[src/rtl/hazard_unit_if.sv]
// Hazard unit bundle: Decode/Execute/Mem/WB register addresses and controls in,
// stall/flush/forward selects and event counters out.
interface hazard_unit_if #(
    parameter int REG_AW = 4,
    parameter int CNT_W  = 16
);
    logic [REG_AW-1:0] RA1D, RA2D, RA1E, RA2E, WA3E, WA3M, WA3W;
    logic              RegWriteM, RegWriteW, MemtoRegE;
    logic              PCWrPendingF, PCSrcW, BranchTakenE, clr_cnt;
    logic              StallF, StallD, FlushD, FlushE;
    logic [1:0]        ForwardAE, ForwardBE;
    logic [CNT_W-1:0]  stall_cnt, flush_cnt;

    modport master (
        output RA1D, RA2D, RA1E, RA2E, WA3E, WA3M, WA3W,
        output RegWriteM, RegWriteW, MemtoRegE,
        output PCWrPendingF, PCSrcW, BranchTakenE, clr_cnt,
        input  StallF, StallD, FlushD, FlushE, ForwardAE, ForwardBE,
        input  stall_cnt, flush_cnt
    );

    modport slave (
        input  RA1D, RA2D, RA1E, RA2E, WA3E, WA3M, WA3W,
        input  RegWriteM, RegWriteW, MemtoRegE,
        input  PCWrPendingF, PCSrcW, BranchTakenE, clr_cnt,
        output StallF, StallD, FlushD, FlushE, ForwardAE, ForwardBE,
        output stall_cnt, flush_cnt
    );
endinterface

[src/rtl/hazard_unit.sv]
// Pipeline hazard unit: M/W operand forwarding, multi-cycle load-use stall
// sequencer with branch-over-stall priority, saturating stall/flush counters.
module hazard_unit #(
    parameter int REG_AW   = 4,
    parameter int PC_REG   = 15,
    parameter int LOAD_LAT = 1,
    parameter int CNT_W    = 16
) (
    input logic         clk,
    input logic         reset,
    hazard_unit_if.slave hz
);
    localparam logic [REG_AW-1:0] PC_IDX = REG_AW'(PC_REG);
    localparam int                REM_W  = 4;

    typedef enum logic {IDLE, LDSTALL} state_t;

    state_t                 state;
    logic [REM_W-1:0]       rem;
    logic                   ldhit, ldstall;
    logic [CNT_W-1:0]       stallCnt, flushCnt;
    logic [1:0][REG_AW-1:0] srcE;
    logic [1:0][1:0]        fwd;

    // Operand 0 is SrcA, operand 1 is SrcB; M beats W, PC is never forwarded.
    assign srcE = {hz.RA2E, hz.RA1E};
    for (genvar g = 0; g < 2; g++) begin : g_fwd
        logic mHit, wHit;
        assign mHit   = hz.RegWriteM && (hz.WA3M == srcE[g]) && (srcE[g] != PC_IDX);
        assign wHit   = hz.RegWriteW && (hz.WA3W == srcE[g]) && (srcE[g] != PC_IDX);
        assign fwd[g] = !reset ? 2'b00 : mHit ? 2'b10 : wHit ? 2'b01 : 2'b00;
    end
    assign hz.ForwardAE = fwd[0];
    assign hz.ForwardBE = fwd[1];

    assign ldhit   = hz.MemtoRegE && ((hz.WA3E == hz.RA1D) || (hz.WA3E == hz.RA2D));
    // A taken branch squashes the wrong-path Decode instruction, so it kills the stall.
    assign ldstall = reset && !hz.BranchTakenE &&
                     (((state == IDLE) && ldhit) || (state == LDSTALL));

    assign hz.StallD = ldstall;
    assign hz.StallF = ldstall || (reset && hz.PCWrPendingF);
    assign hz.FlushE = ldstall || (reset && hz.BranchTakenE);
    assign hz.FlushD = reset && (hz.PCWrPendingF || hz.PCSrcW || hz.BranchTakenE);

    always_ff @(posedge clk or negedge reset) begin
        if (!reset) begin
            state <= IDLE;
            rem   <= '0;
        end else begin
            case (state)
                IDLE: begin
                    if (ldhit && !hz.BranchTakenE && (LOAD_LAT > 1)) begin
                        state <= LDSTALL;
                        rem   <= REM_W'(LOAD_LAT - 1);
                    end
                end
                LDSTALL: begin
                    if (hz.BranchTakenE || (rem == REM_W'(1))) begin
                        state <= IDLE;
                        rem   <= '0;
                    end else begin
                        rem <= rem - REM_W'(1);
                    end
                end
                default: begin
                    state <= IDLE;
                    rem   <= '0;
                end
            endcase
        end
    end

    always_ff @(posedge clk or negedge reset) begin
        if (!reset) begin
            stallCnt <= '0;
            flushCnt <= '0;
        end else if (hz.clr_cnt) begin
            stallCnt <= '0;
            flushCnt <= '0;
        end else begin
            if (ldstall && (stallCnt != '1))
                stallCnt <= stallCnt + CNT_W'(1);
            if (hz.BranchTakenE && (flushCnt != '1))
                flushCnt <= flushCnt + CNT_W'(1);
        end
    end

    assign hz.stall_cnt = stallCnt;
    assign hz.flush_cnt = flushCnt;
endmodule

[src/flat_wrapper.sv]
// flat-port wrapper written by rule: the top's interface ports become plain ports
module hazard_unit_flat 
#(
    parameter int REG_AW   = 4,
    parameter int PC_REG   = 15,
    parameter int LOAD_LAT = 1,
    parameter int CNT_W    = 16
)
  (clk, reset, hz_RA1D, hz_RA2D, hz_RA1E, hz_RA2E, hz_WA3E, hz_WA3M, hz_WA3W, hz_RegWriteM, hz_RegWriteW, hz_MemtoRegE, hz_PCWrPendingF, hz_PCSrcW, hz_BranchTakenE, hz_clr_cnt, hz_StallF, hz_StallD, hz_FlushD, hz_FlushE, hz_ForwardAE, hz_ForwardBE, hz_stall_cnt, hz_flush_cnt);
  hazard_unit_if #(.REG_AW(REG_AW), .CNT_W(CNT_W)) hz_i ();
  input logic clk;
  input logic reset;
  input wire logic [$bits(hz_i.RA1D)-1:0] hz_RA1D;
  input wire logic [$bits(hz_i.RA2D)-1:0] hz_RA2D;
  input wire logic [$bits(hz_i.RA1E)-1:0] hz_RA1E;
  input wire logic [$bits(hz_i.RA2E)-1:0] hz_RA2E;
  input wire logic [$bits(hz_i.WA3E)-1:0] hz_WA3E;
  input wire logic [$bits(hz_i.WA3M)-1:0] hz_WA3M;
  input wire logic [$bits(hz_i.WA3W)-1:0] hz_WA3W;
  input wire logic [$bits(hz_i.RegWriteM)-1:0] hz_RegWriteM;
  input wire logic [$bits(hz_i.RegWriteW)-1:0] hz_RegWriteW;
  input wire logic [$bits(hz_i.MemtoRegE)-1:0] hz_MemtoRegE;
  input wire logic [$bits(hz_i.PCWrPendingF)-1:0] hz_PCWrPendingF;
  input wire logic [$bits(hz_i.PCSrcW)-1:0] hz_PCSrcW;
  input wire logic [$bits(hz_i.BranchTakenE)-1:0] hz_BranchTakenE;
  input wire logic [$bits(hz_i.clr_cnt)-1:0] hz_clr_cnt;
  output wire logic [$bits(hz_i.StallF)-1:0] hz_StallF;
  output wire logic [$bits(hz_i.StallD)-1:0] hz_StallD;
  output wire logic [$bits(hz_i.FlushD)-1:0] hz_FlushD;
  output wire logic [$bits(hz_i.FlushE)-1:0] hz_FlushE;
  output wire logic [$bits(hz_i.ForwardAE)-1:0] hz_ForwardAE;
  output wire logic [$bits(hz_i.ForwardBE)-1:0] hz_ForwardBE;
  output wire logic [$bits(hz_i.stall_cnt)-1:0] hz_stall_cnt;
  output wire logic [$bits(hz_i.flush_cnt)-1:0] hz_flush_cnt;
  assign hz_i.RA1D = hz_RA1D;
  assign hz_i.RA2D = hz_RA2D;
  assign hz_i.RA1E = hz_RA1E;
  assign hz_i.RA2E = hz_RA2E;
  assign hz_i.WA3E = hz_WA3E;
  assign hz_i.WA3M = hz_WA3M;
  assign hz_i.WA3W = hz_WA3W;
  assign hz_i.RegWriteM = hz_RegWriteM;
  assign hz_i.RegWriteW = hz_RegWriteW;
  assign hz_i.MemtoRegE = hz_MemtoRegE;
  assign hz_i.PCWrPendingF = hz_PCWrPendingF;
  assign hz_i.PCSrcW = hz_PCSrcW;
  assign hz_i.BranchTakenE = hz_BranchTakenE;
  assign hz_i.clr_cnt = hz_clr_cnt;
  assign hz_StallF = hz_i.StallF;
  assign hz_StallD = hz_i.StallD;
  assign hz_FlushD = hz_i.FlushD;
  assign hz_FlushE = hz_i.FlushE;
  assign hz_ForwardAE = hz_i.ForwardAE;
  assign hz_ForwardBE = hz_i.ForwardBE;
  assign hz_stall_cnt = hz_i.stall_cnt;
  assign hz_flush_cnt = hz_i.flush_cnt;
  hazard_unit #(.REG_AW(REG_AW), .PC_REG(PC_REG), .LOAD_LAT(LOAD_LAT), .CNT_W(CNT_W)) u_core (.clk(clk), .reset(reset), .hz(hz_i));
endmodule
[config.mk]
export PLATFORM = sky130hd
export DESIGN_NAME = hazard_unit_flat
export DESIGN_NICKNAME = d
export VERILOG_FILES = /design/src/rtl/hazard_unit_if.sv /design/src/rtl/hazard_unit.sv /design/src/flat_wrapper.sv
export SDC_FILE = /design/constraint.sdc
export NUM_CORES = 1
export LEC_CHECK = 0
export BUFFER_PORTS_ARGS = -buffer_cell sky130_fd_sc_hd__buf_4
export CAP_MARGIN = 20
export CORE_AREA = 2 2 93 95
export CTS_BUF_LIST = sky130_fd_sc_hd__clkbuf_4
export DETAILED_ROUTE_END_ITERATION = 8
export DIE_AREA = 0 0 95 97
export PLACE_DENSITY_LB_ADDON = 0.05
export SLEW_MARGIN = 10
export SYNTH_ARGS = -nofsm -noshare
export SYNTH_HDL_FRONTEND = slang
export SYNTH_SLANG_ARGS = --single-unit
[constraint.sdc]
create_clock -name clk -period 4.15 [get_ports clk]
set_clock_uncertainty 0.05 [all_clocks]
set_input_delay 0.415 -clock clk [delete_from_list [all_inputs] [get_ports clk]]
set_output_delay 0.415 -clock clk [all_outputs]
set_load 0.1 [all_outputs]
==> results by group, run 1 <==
Run status
  – Outcome: finished, final reports clean

Placement
  – HPWL after DPL: about 4.8 mm
  – IO buf count: 76
  – Global placer's final weighted congestion: 0.7409

Drt
  – Routed Antenna Nets: 0
  – Number of vias per cell after detailed routing: between 5 and 6
  – Violation count after the first detailed-routing iteration: 95
  – Routed WL per cell: 14.43 um
  – Number of optimization iterations in the first detailed-route pass: 4
  – Total wire length: roughly 6.5 mm
  – Detailed-route via count: 2288
  – DRC violation count after routing: 0

Yosys
  – Compound-gate portion of the synthesized area: 0.1449
  – Mean area per synthesized cell: 8.855 um^2
  – Xor/xnor share of the synthesized area: 0.1168
  – Post-Synthesis Cell Area: 2400 um^2
  – Synthesized-area fraction occupied by adder cells: 0.02086
  – Share of synthesized cell area in and, or, nand and nor gates: 0.2774
  – Dominant combinational cell family by area after synthesis: simple AND/OR/NAND/NOR gates
  – Total of flip-flops plus latches after synthesis: 37
  – Synth Warn #: 0
  – Synthesized net count: 312
  – Synth unique cells: 45
  – Top FF cell, synth: sky130_fd_sc_hd__dfrtp_1
  – Number of enable flip-flop cells after synthesis: 0
  – Post-synthesis mux area share: 0.01721
  – Async S/R FF share, synth: 1.000
  – Cells after synthesis: 271
  – Share of the yosys chip area belonging to registers: 0.3858

Setup path
  – Most numerous cell on the critical path: sky130_fd_sc_hd__buf_4
  – CP max stage delay: between 0.3 and 0.4 ns
  – Sort of element at the end of the critical path: output port
  – Reg-to-Reg Start: u_core.hz.stall_cnt[0]$_DFFE_PN0P_
  – Reg2reg setup slack: 1.91 ns
  – Critical path, cell by cell: buf_4, xnor2_1, nand2_1, o31ai_1, a21oi_1, a21boi_0, buf_4
  – Largest fanout of any net on the critical path: 3
  – Capturing point of the worst reg2reg path: u_core.hz.stall_cnt[3]$_DFFE_PN0P_
  – Crit path from: hz_RA1D[0]
  – Depth of the worst register-to-register path: 7
  – Worst setup path endpoint: hz_FlushE
  – Worst Path Class, Setup: input pin to output port
  – Critical path depth in cells: 7
  – Gate family responsible for the most delay along the worst path: compound AO/OA/AOI/OAI gates
  – Critical path launch point type: input pin
  – Crit path arrival time: 1.79 ns
  – CP Data Required Time: around 3.7 ns
  – Critical path buffers and inverters: 2
  – Worst-path cell with the longest stage delay: sky130_fd_sc_hd__buf_4

Clock tree
  – Number of H-tree branching levels: 2
  – Sink Count: 37
  – CTS Buf Count: 5
  – Number of hold buffers added after cts: 0
  – Reg clk slew, reported paths: 0.11 ns
  – Library cell used as clock root buffer: sky130_fd_sc_hd__clkbuf_4
  – Post-cts resize count: 0
  – Post-CTS setup buffers: 0
  – Worst-skew pair later-pin latency: ~0.34 ns
  – Clock tree from TritonCTS: built
  – Clock Tree Buf Depth: 2

STA
  – Worst slack on hold paths: roughly 0.13 ns
  – Final count of negative-setup-slack endpoints: 0
  – Tcrit/Tclk final: 0.5446
  – Final slew viol count: 0
  – Normalized max-slew margin: 0.3826
  – RSZ-0062 raised after global routing: false
  – Highest clock rate: 442.5 MHz
  – Hold violation total from the final report: 0
  – Worst slew pin tran: approximately 0.91 ns
  – Minimum clock period after layout: 2.260 ns
  – Final-layout setup total negative slack: 0 ns

Floorplan
  – Die Footprint: 9215 um^2
  – I/O pin count: 77
  – Area inside the core boundary: 8134 um^2
  – Die Span Y: 97 um
  – Number of rows created at floorplan: 33
  – Horizontal die dimension: 95 um
  – Starting Density: 0.2950

Global route
  – Vias in the first global route: around 2100
  – Number of antenna violations at the first check in global routing: 0
  – Global-route wire length before repair: 10.54 mm
  – Gr ovfl total: 0
  – Pin count of the biggest net entering global routing: 45
  – Total global routing track utilization: 0.1418

Power
  – Fraction of power spent switching nets: 0.3071
  – Clock network fraction of total power: 0.269
  – Peak VDD IR: around 0.15 mV
  – Switching power of the nets: 213.7 uW
  – Leakage component of the power: 1.321 nW
  – Cell Int Power: 482.2 uW
  – Combinational Power Share: 0.205
  – Pwr per Cell Area: 223.7 nW/um^2
  – Seq pwr share: 0.525

Flow run
  – Number of max-capacitance violations reported: 0

Cells and area
  – Diodes inserted: 0
  – Ratio of cells with drive above 1 in the final layout: 0.2486
  – Total number of nets in the final design: 387
  – Area added between synthesis and finish: 29.61%
  – Filler Cell Count: 858

Min path
  – Hold Path Class: input pin to asynchronous set/reset pin
-- final cells by class --
| type | instances | area, um^2 | share of cell area |
|---|---|---|---|
| well taps | 105 | 131.4 | 0.04224 |
| clock buffers | 6 | 45.04 | 0.01448 |
| inverters | 9 | 33.78 | 0.01086 |
| repair buffers | 78 | 585.6 | 0.1883 |
| multi-input cells | 215 | 1385 | 0.4453 |
| flip-flops and latches | 37 | 925.9 | 0.2977 |
| clock inverters | 1 | 3.754 | 0.001207 |
-- logic make-up after synthesis --
kind of cell,count (synthesis)
AND/OR/NAND/NOR,122
AO/OA/AOI/OAI,53
flip-flops,37
XOR/XNOR,32
buffers and inverters,19
multiplexers,4
adder cells (fa/ha/maj),4
-- cell usage after synthesis, types with 2 or more instances --
cell type / n / area share
sky130_fd_sc_hd__xor2_1: 12 / 0.044
sky130_fd_sc_hd__buf_2: 2 / 0.0042
sky130_fd_sc_hd__nand2b_1: 4 / 0.010
sky130_fd_sc_hd__nand2_1: 19 / 0.030
sky130_fd_sc_hd__nand4_1: 8 / 0.021
sky130_fd_sc_hd__dfrtp_1: 37 / 0.39
sky130_fd_sc_hd__o31ai_1: 13 / 0.041
sky130_fd_sc_hd__and3_1: 3 / 0.0078
sky130_fd_sc_hd__nand3_1: 14 / 0.029
sky130_fd_sc_hd__and4_1: 7 / 0.026
sky130_fd_sc_hd__a21oi_1: 20 / 0.042
sky130_fd_sc_hd__and2_1: 6 / 0.016
sky130_fd_sc_hd__mux2i_1: 3 / 0.013
sky130_fd_sc_hd__inv_1: 9 / 0.014
sky130_fd_sc_hd__ha_1: 4 / 0.021
sky130_fd_sc_hd__clkbuf_1: 6 / 0.0094
sky130_fd_sc_hd__buf_6: 2 / 0.0094
sky130_fd_sc_hd__or4_1: 11 / 0.034
sky130_fd_sc_hd__nor2_1: 28 / 0.044
sky130_fd_sc_hd__xnor2_1: 20 / 0.073
sky130_fd_sc_hd__nor3_1: 9 / 0.019
sky130_fd_sc_hd__o21ai_0: 7 / 0.015
sky130_fd_sc_hd__nor4_1: 3 / 0.0078
sky130_fd_sc_hd__nor3b_1: 3 / 0.0094
-- registers in the layout, indices dropped and copies added (netlist names) --
| register | cells |
|---|---|
| u_core.hz.stall_cnt | 16 |
| u_core.state | 1 |
| u_core.hz.flush_cnt | 16 |
| u_core.rem | 4 |
-- layout by cell type, fill, tap and decap left out, drive strengths merged, types with 4 or more instances in the layout --
master,count
a21oi,20
and2,6
and4,7
buf,78
clkbuf,6
dfrtp,37
ha,4
inv,9
nand2,19
nand2b,4
nand3,14
nand4,8
nor2,28
nor3,9
o21ai,8
o31ai,13
or4,11
xnor2,20
xor2,12
-- power by group through the flow --
stage / Sequential (mW) / Combinational, mW / Clock, mW
after global placement: 0.373 / 0.145 / 0
final: 0.366 / 0.143 / 0.187
after CTS: 0.366 / 0.145 / 0.201
after floorplan: 0.388 / 0.0702 / 0
after global routing: 0.366 / 0.155 / 0.217
after detailed placement: 0.373 / 0.144 / 0
-- worst register-to-register path, cell delays in order (launching register included) --
cell and delay (ns):
sky130_fd_sc_hd__dfrtp_1 0.45, sky130_fd_sc_hd__ha_1 0.26, sky130_fd_sc_hd__and3_1 0.20, sky130_fd_sc_hd__nand3_1 0.12, sky130_fd_sc_hd__o21ai_1 0.21, sky130_fd_sc_hd__buf_4 0.26
sky130_fd_sc_hd__or4_1 0.47, sky130_fd_sc_hd__a21oi_1 0.15
-- worst min path at each step --
| stage | startpoint | end | slack [ns] | depth (start not counted) |
|---|---|---|---|---|
| 6_report | reset | u_core.hz.stall_cnt[3]$_DFFE_PN0P_ | 0.13 | 2 |
| 5_1_grt | reset | u_core.hz.stall_cnt[3]$_DFFE_PN0P_ | 0.15 | 2 |
| 4_1_cts | reset | u_core.hz.stall_cnt[3]$_DFFE_PN0P_ | 0.14 | 2 |
| 3_5_place_dp | u_core.rem[3]$_DFFE_PN0P_ | u_core.rem[3]$_DFFE_PN0P_ | 0.49 | 1 |
| 3_3_place_gp | u_core.rem[3]$_DFFE_PN0P_ | u_core.rem[3]$_DFFE_PN0P_ | 0.49 | 1 |
| 2_1_floorplan | reset | u_core.hz.flush_cnt[0]$_DFFE_PN0P_ | 0.07 | 0 |
-- through the flow --
stage               instances  total power [mW]    util  setup WS [ns]  area [um^2]
finish                    451            0.6959  0.3824          1.890         3110
global placement          444            0.5179  0.3764          1.851         3062
detailed placement        444            0.5169  0.3764          1.873         3062
CTS                       451            0.7112  0.3824          1.873         3110
floorplan                 271            0.4585       -         0.5078         2400
global route              451            0.7386  0.3824          1.699         3110
-- layer usage --
layer  GRT usage  share of wire
met1      0.2020           0.47
met2      0.2209           0.47
met3     0.02726          0.053
met4     0.03344         0.0094
met5           0              0
(Power assumes the default switching activity.)
==> run 2: changes to the inputs <==
- ABC_AREA: default -> 1
- CORE_AREA: 2 2 93 95 -> 2 2 99 101
- DIE_AREA: 0 0 95 97 -> 0 0 101 103
- clock period: 4.15 -> 1.9 ns (I/O delays scaled with it)
==> results by group, run 2 <==
Yosys
  – Synth Warn #: 0
  – Total of flip-flops plus latches after synthesis: 37
  – Share of the yosys chip area belonging to registers: 0.3410
  – Synthesized net count: 437
  – Async S/R FF share, synth: 1.000
  – Most frequently used cell type in the post-synthesis netlist: sky130_fd_sc_hd__nand2_1
  – Top FF cell, synth: sky130_fd_sc_hd__dfrtp_1
  – Synth unique cells: 36
  – Mean area per synthesized cell: 6.856 um^2
  – Portion of synthesized cell area occupied by the leading cell type: 0.3410
  – Number of enable flip-flop cells after synthesis: 0
  – Ranking of synthesized cells by area: sky130_fd_sc_hd__dfrtp_1 (34%), sky130_fd_sc_hd__nand2_1 (15%), sky130_fd_sc_hd__inv_1 (7.6%)
  – Cells after synthesis: 396
  – Most frequent cells after synthesis: sky130_fd_sc_hd__nand2_1 (110), sky130_fd_sc_hd__inv_1 (55), sky130_fd_sc_hd__nor2_1 (55)
  – Post-Synthesis Cell Area: 2715 um^2
  – Cell taking the most area after synthesis: sky130_fd_sc_hd__dfrtp_1

Setup path
  – CP Data Required Time: 2.14 ns
  – Crit path arrival time: 2.02 ns
  – Critical path launch point type: register
  – Sort of element at the end of the critical path: register
  – Worst Path Class, Setup: register to register
  – Reg2reg setup slack: 0.11 ns
  – Largest fanout of any net on the critical path: 8

Clock tree
  – Clock Tree Buf Depth: 2
  – CTS Buf Count: 5
  – Clock tree from TritonCTS: built
  – Worst-skew pair later-pin latency: roughly 0.34 ns
  – Sink Count: 37
  – Number of H-tree branching levels: 2
  – Reg clk slew, reported paths: 0.12 ns
  – Library cell used as clock root buffer: sky130_fd_sc_hd__clkbuf_4

Cells and area
  – Diodes inserted: 0
  – Most frequent standard cell in the layout excluding fill and tap cells: sky130_fd_sc_hd__nand2_1
  – Final std cell area, no fill: approximately 3700 um^2
  – Combined area of the multi-input logic cells: around 1600 um^2
  – Area added between synthesis and finish: 35.48%
  – Total number of nets in the final design: approximately 530
  – Sequential Area: around 990 um^2
  – Ratio of cells with drive above 1 in the final layout: 0.3128
  – Filler Cell Count: 1014
  – Most frequent cells in the layout: sky130_fd_sc_hd__nand2_1 (107), sky130_fd_sc_hd__buf_4 (88), sky130_fd_sc_hd__inv_1 (55), sky130_fd_sc_hd__nor2_1 (54), sky130_fd_sc_hd__nand3_1 (31)

STA
  – Final slew viol count: 0
  – Minimum clock period after layout: around 1.8 ns
  – Worst Setup Slack, final: between 0.1 and 0.15 ns
  – Final count of negative-setup-slack endpoints: 0
  – Highest clock rate: 559.5 MHz
  – Normalized max-slew margin: 0.6662
  – Hold violation total from the final report: 0
  – Tcrit/Tclk final: 0.9407
  – Worst slew pin tran: 0.5008 ns

Power
  – Tot Pwr: 1.710 mW
  – Pwr per Cell Area: 464.9 nW/um^2
  – Peak VDD IR: 0.2298 mV
  – Leakage component of the power: approximately 1.8 nW

Placement
  – Global placer's final weighted congestion: 0.7598
  – Cell area after placement: 3538 um^2
  – HPWL after DPL: 5.544 mm
  – DP Worst Slack: 0.09944 ns
  – IO buf count: 76

Global route
  – Global-route wire length before repair: 12.58 mm
  – Gr ovfl total: 0
  – Vias in the first global route: 2629
  – Pin count of the biggest net entering global routing: 38
  – Total global routing track utilization: 0.1510
  – Number of antenna violations at the first check in global routing: 0

Min path
  – Hold Path Class: input pin to register

Drt
  – Routed WL per cell: 12.69 um
  – Total wire length: 7.614 mm
  – Number of vias per cell after detailed routing: 4.620
  – DRC violation count after routing: 0
  – Violation count after the first detailed-routing iteration: 77
  – Routed Antenna Nets: 0
  – Number of optimization iterations in the first detailed-route pass: 4
  – Detailed-route via count: between 2000 and 3000

Flow run
  – Number of max-capacitance violations reported: 0

Floorplan
  – Die Span Y: 103 um
  – Starting Density: 0.2870
  – Horizontal die dimension: between 100 and 150 um
  – Area inside the core boundary: 9459 um^2
  – Die Footprint: around 10000 um^2
  – Number of rows created at floorplan: 36
  – I/O pin count: 77

Run status
  – Outcome: finished, final reports clean
-- run 2: cell count changes after synthesis, sizes merged, moves of 13 or more --
cell   before  now
nand2      19  111
inv         9   57
nor2       28   58
nand3      14   37
xnor2      20    4
o31ai      13    0
-- run 2: final timing paths --
| check | startpoint | end | cells past startpoint |
|---|---|---|---|
| worst min-delay path | hz_clr_cnt | u_core.hz.flush_cnt[0]$_DFFE_PN0P_ | 2 |
| max in group asynchronous | reset | u_core.hz.flush_cnt[0]$_DFFE_PN0P_ | 3 |
| worst min register to register | u_core.rem[0]$_DFFE_PN0P_ | u_core.rem[0]$_DFFE_PN0P_ | 1 |
| worst max-delay path | u_core.hz.stall_cnt[0]$_DFFE_PN0P_ | u_core.hz.stall_cnt[15]$_DFFE_PN0P_ | 10 |
| min in group asynchronous | reset | u_core.hz.flush_cnt[14]$_DFFE_PN0P_ | 3 |
| worst max register to register | u_core.hz.stall_cnt[0]$_DFFE_PN0P_ | u_core.hz.stall_cnt[15]$_DFFE_PN0P_ | 10 |
-- run 2: cell families after synthesis --
| group | synth area share |
|---|---|
| flops | 0.3410 |
| simple gates | 0.3885 |
| xor+xnor | 0.04838 |
| compound gates | 0.08940 |
| fa+ha+maj | 0.01843 |
| buf+inv | 0.1143 |
-- run 2: layer usage --
layer,global-route usage,vias up,part of all wire
met5,0,-,0
met4,0.03119,0,0.0055
met3,0.02441,4,0.036
met2,0.2549,46,0.48
met1,0.2055,1281,0.48
li1,-,1441,-
-- run 2: repair_timing --
action / in CTS / in global routing
buffers inserted: 0 / 4
setup endpoints to repair: 0 / 8
hold buffers: 1 / 0
resized for setup: 0 / 5
hold endpoints to repair: 37 / 0
-- run 2: worst max-delay path, stage by stage (launching register included) --
cell and delay [ns]:
sky130_fd_sc_hd__dfrtp_4 0.46, sky130_fd_sc_hd__ha_4 0.16, sky130_fd_sc_hd__nand3_4 0.06, sky130_fd_sc_hd__nor2_4 0.19
sky130_fd_sc_hd__nand3_4 0.12, sky130_fd_sc_hd__nor2_4 0.13, sky130_fd_sc_hd__nand3_4 0.09, sky130_fd_sc_hd__nand3_4 0.14
sky130_fd_sc_hd__clkbuf_16 0.18, sky130_fd_sc_hd__nand3_1 0.07, sky130_fd_sc_hd__nand2_1 0.08
-- run 2: area by class of cell --
type / instances / share of cell area
multi-input combinational: 292 / 0.4252
sequential: 37 / 0.2680
timing repair buffer: 91 / 0.1946
inverter: 59 / 0.06020
tap: 114 / 0.03878
clock buffer: 6 / 0.01224
clock inverter: 1 / 0.001020
-- run 2: report_power, final --
| group | switching, mW | internal (mW) |
|---|---|---|
| Combinational | 0.304 | 0.153 |
| Sequential | 0.0197 | 0.807 |
| Clock | 0.277 | 0.149 |
-- run 2: stage by stage --
stage | setup TNS (ns) | hold WS [ns] | util | std cells
2_1_floorplan | -1.182 | -0.1556 | - | 396
3_3_place_gp | 0 | 0.2882 | 0.3741 | 587
3_5_place_dp | 0 | 0.2809 | 0.3741 | 587
4_1_cts | 0 | 0.1092 | 0.3803 | 595
5_1_grt | -0.005624 | 0.1272 | 0.3889 | 600
6_report | 0 | 0.1281 | 0.3889 | 600
==> run 3: changes to the inputs <==
- PLACE_DENSITY: default -> 0.62
- PLACE_DENSITY_LB_ADDON: 0.05 -> default
==> results by group, run 3 (same netlist as run 2, synthesis figures left out) <==
Run status
  – Outcome: finished, final reports clean

Setup path
  – Sort of element at the end of the critical path: output port
  – Worst Path Class, Setup: register to output port
  – Depth of the worst register-to-register path: 10
  – CP Data Required Time: 1.66 ns
  – Largest fanout of any net on the critical path: 5
  – Critical path launch point type: register
  – Crit path arrival time: 1.54 ns

Drt
  – Routed WL per cell: 11.77 um
  – DRC violation count after routing: 0
  – Routed Antenna Nets: 0
  – Violation count after the first detailed-routing iteration: 122
  – Total wire length: 7.059 mm
  – Number of vias per cell after detailed routing: 4.700
  – Number of optimization iterations in the first detailed-route pass: 4
  – Detailed-route via count: 2820

Cells and area
  – Most frequent cells in the layout: sky130_fd_sc_hd__nand2_1 (109), sky130_fd_sc_hd__buf_4 (88), sky130_fd_sc_hd__inv_1 (55), sky130_fd_sc_hd__nor2_1 (54), sky130_fd_sc_hd__nand3_1 (31)
  – Filler Cell Count: 1004
  – Finished Core Util: 0.3841
  – Final std cell area, no fill: 3633 um^2
  – Total number of nets in the final design: 526
  – Area added between synthesis and finish: 33.82%
  – Diodes inserted: 0
  – Most frequent standard cell in the layout excluding fill and tap cells: sky130_fd_sc_hd__nand2_1
  – Ratio of cells with drive above 1 in the final layout: 0.3086

Flow run
  – Number of max-capacitance violations reported: 0

Clock tree
  – Library cell used as clock root buffer: sky130_fd_sc_hd__clkbuf_4
  – Worst-skew pair later-pin latency: 0.33 ns
  – Clock Tree Buf Depth: 2
  – CTS Buf Count: 5
  – Number of H-tree branching levels: 2
  – Sink Count: 37
  – Reg clk slew, reported paths: 0.12 ns
  – Clock tree from TritonCTS: built

Floorplan
  – I/O pin count: 77
  – Horizontal die dimension: 101 um
  – Starting Density: 0.2870
  – Area inside the core boundary: approximately 9500 um^2
  – Die Span Y: roughly 100 um
  – Die Footprint: 10400 um^2
  – Number of rows created at floorplan: 36

Power
  – Tot Pwr: 1.706 mW
  – Leakage component of the power: around 1.8 nW
  – Peak VDD IR: 0.4049 mV
  – Pwr per Cell Area: ~470 nW/um^2

STA
  – Normalized max-slew margin: 0.7230
  – Final slew viol count: 0
  – Final count of negative-setup-slack endpoints: 0
  – Tcrit/Tclk final: 0.9347
  – Worst slew pin tran: between 0.4 and 0.5 ns
  – Hold violation total from the final report: 0
  – Highest clock rate: 563.1 MHz
  – Minimum clock period after layout: 1.776 ns

Global route
  – Pin count of the biggest net entering global routing: 35
  – Vias in the first global route: 2674
  – Gr ovfl total: 0
  – Global-route wire length before repair: 11.76 mm
  – Total global routing track utilization: 0.1383
  – Number of antenna violations at the first check in global routing: 0

Placement
  – Global placer's final weighted congestion: 0.8311
  – Cell area after placement: ~3500 um^2
  – IO buf count: 76
  – HPWL after DPL: 5.465 mm

Min path
  – Hold Path Depth: 2
  – Hold Path Class: input pin to register
[run 3: what timing repair did]
action,in CTS,in global routing
setup endpoints to repair,0,12
resized for setup,0,2
setup buffers,0,5
hold buffers,1,0
hold endpoints to repair,37,0
[run 3: worst max-delay path, stage by stage (launching register included)]
cell and delay [ns]:
sky130_fd_sc_hd__dfrtp_1 0.43, sky130_fd_sc_hd__inv_1 0.08, sky130_fd_sc_hd__nand2_1 0.13, sky130_fd_sc_hd__nand2_1 0.13, sky130_fd_sc_hd__o21ai_1 0.13, sky130_fd_sc_hd__buf_4 0.32
[run 3: final cells by class]
cell class | instances | area (um^2) | area share
clock inverter | 2 | 10.01 | 0.002755
sequential | 37 | 985.9 | 0.2714
multi-input combinational | 292 | 1546 | 0.4256
timing repair buffer | 90 | 681.9 | 0.1877
inverter | 59 | 221.5 | 0.06095
clock buffer | 6 | 45.04 | 0.01240
tap | 114 | 142.6 | 0.03926
[run 3: metrics by stage]
stage                     std cells  hold slack (ns)  setup TNS [ns]  setup slack, ns
final                           600           0.1087               0           0.1241
after global routing            600          0.09699       -0.001820        -0.001820
after global placement          586           0.1454               0           0.1398
after floorplan                 396          -0.1556          -1.182          -0.2092
after CTS                       595          0.09714               0           0.1047
after detailed placement        586           0.1456               0           0.1290
[run 3: power by group]
part / internal, mW / switching (mW)
combinational: 0.150 / 0.305
clock: 0.156 / 0.269
sequential: 0.807 / 0.0190
[run 3: routing by layer]
layer  routed length (um)  up-vias  global-route usage
met5                    0        -                   0
met4                  105        0             0.03638
met3                  308        8             0.02305
met2                 3435       68              0.2462
met1                 3210     1303              0.1743
li1                     -     1441                   -
[run 3: worst paths after layout]
check	start	end	slack [ns]
min	hz_clr_cnt	u_core.hz.flush_cnt[0]$_DFFE_PN0P_	0.11
min reg2reg	u_core.state$_DFF_PN0_	u_core.rem[3]$_DFFE_PN0P_	0.50
min in group asynchronous	reset	u_core.rem[2]$_DFFE_PN0P_	0.37
max	u_core.state$_DFF_PN0_	hz_StallF	0.12
max reg2reg	u_core.hz.stall_cnt[0]$_DFFE_PN0P_	u_core.hz.stall_cnt[12]$_DFFE_PN0P_	0.15
max in group asynchronous	reset	u_core.hz.stall_cnt[7]$_DFFE_PN0P_	1.15
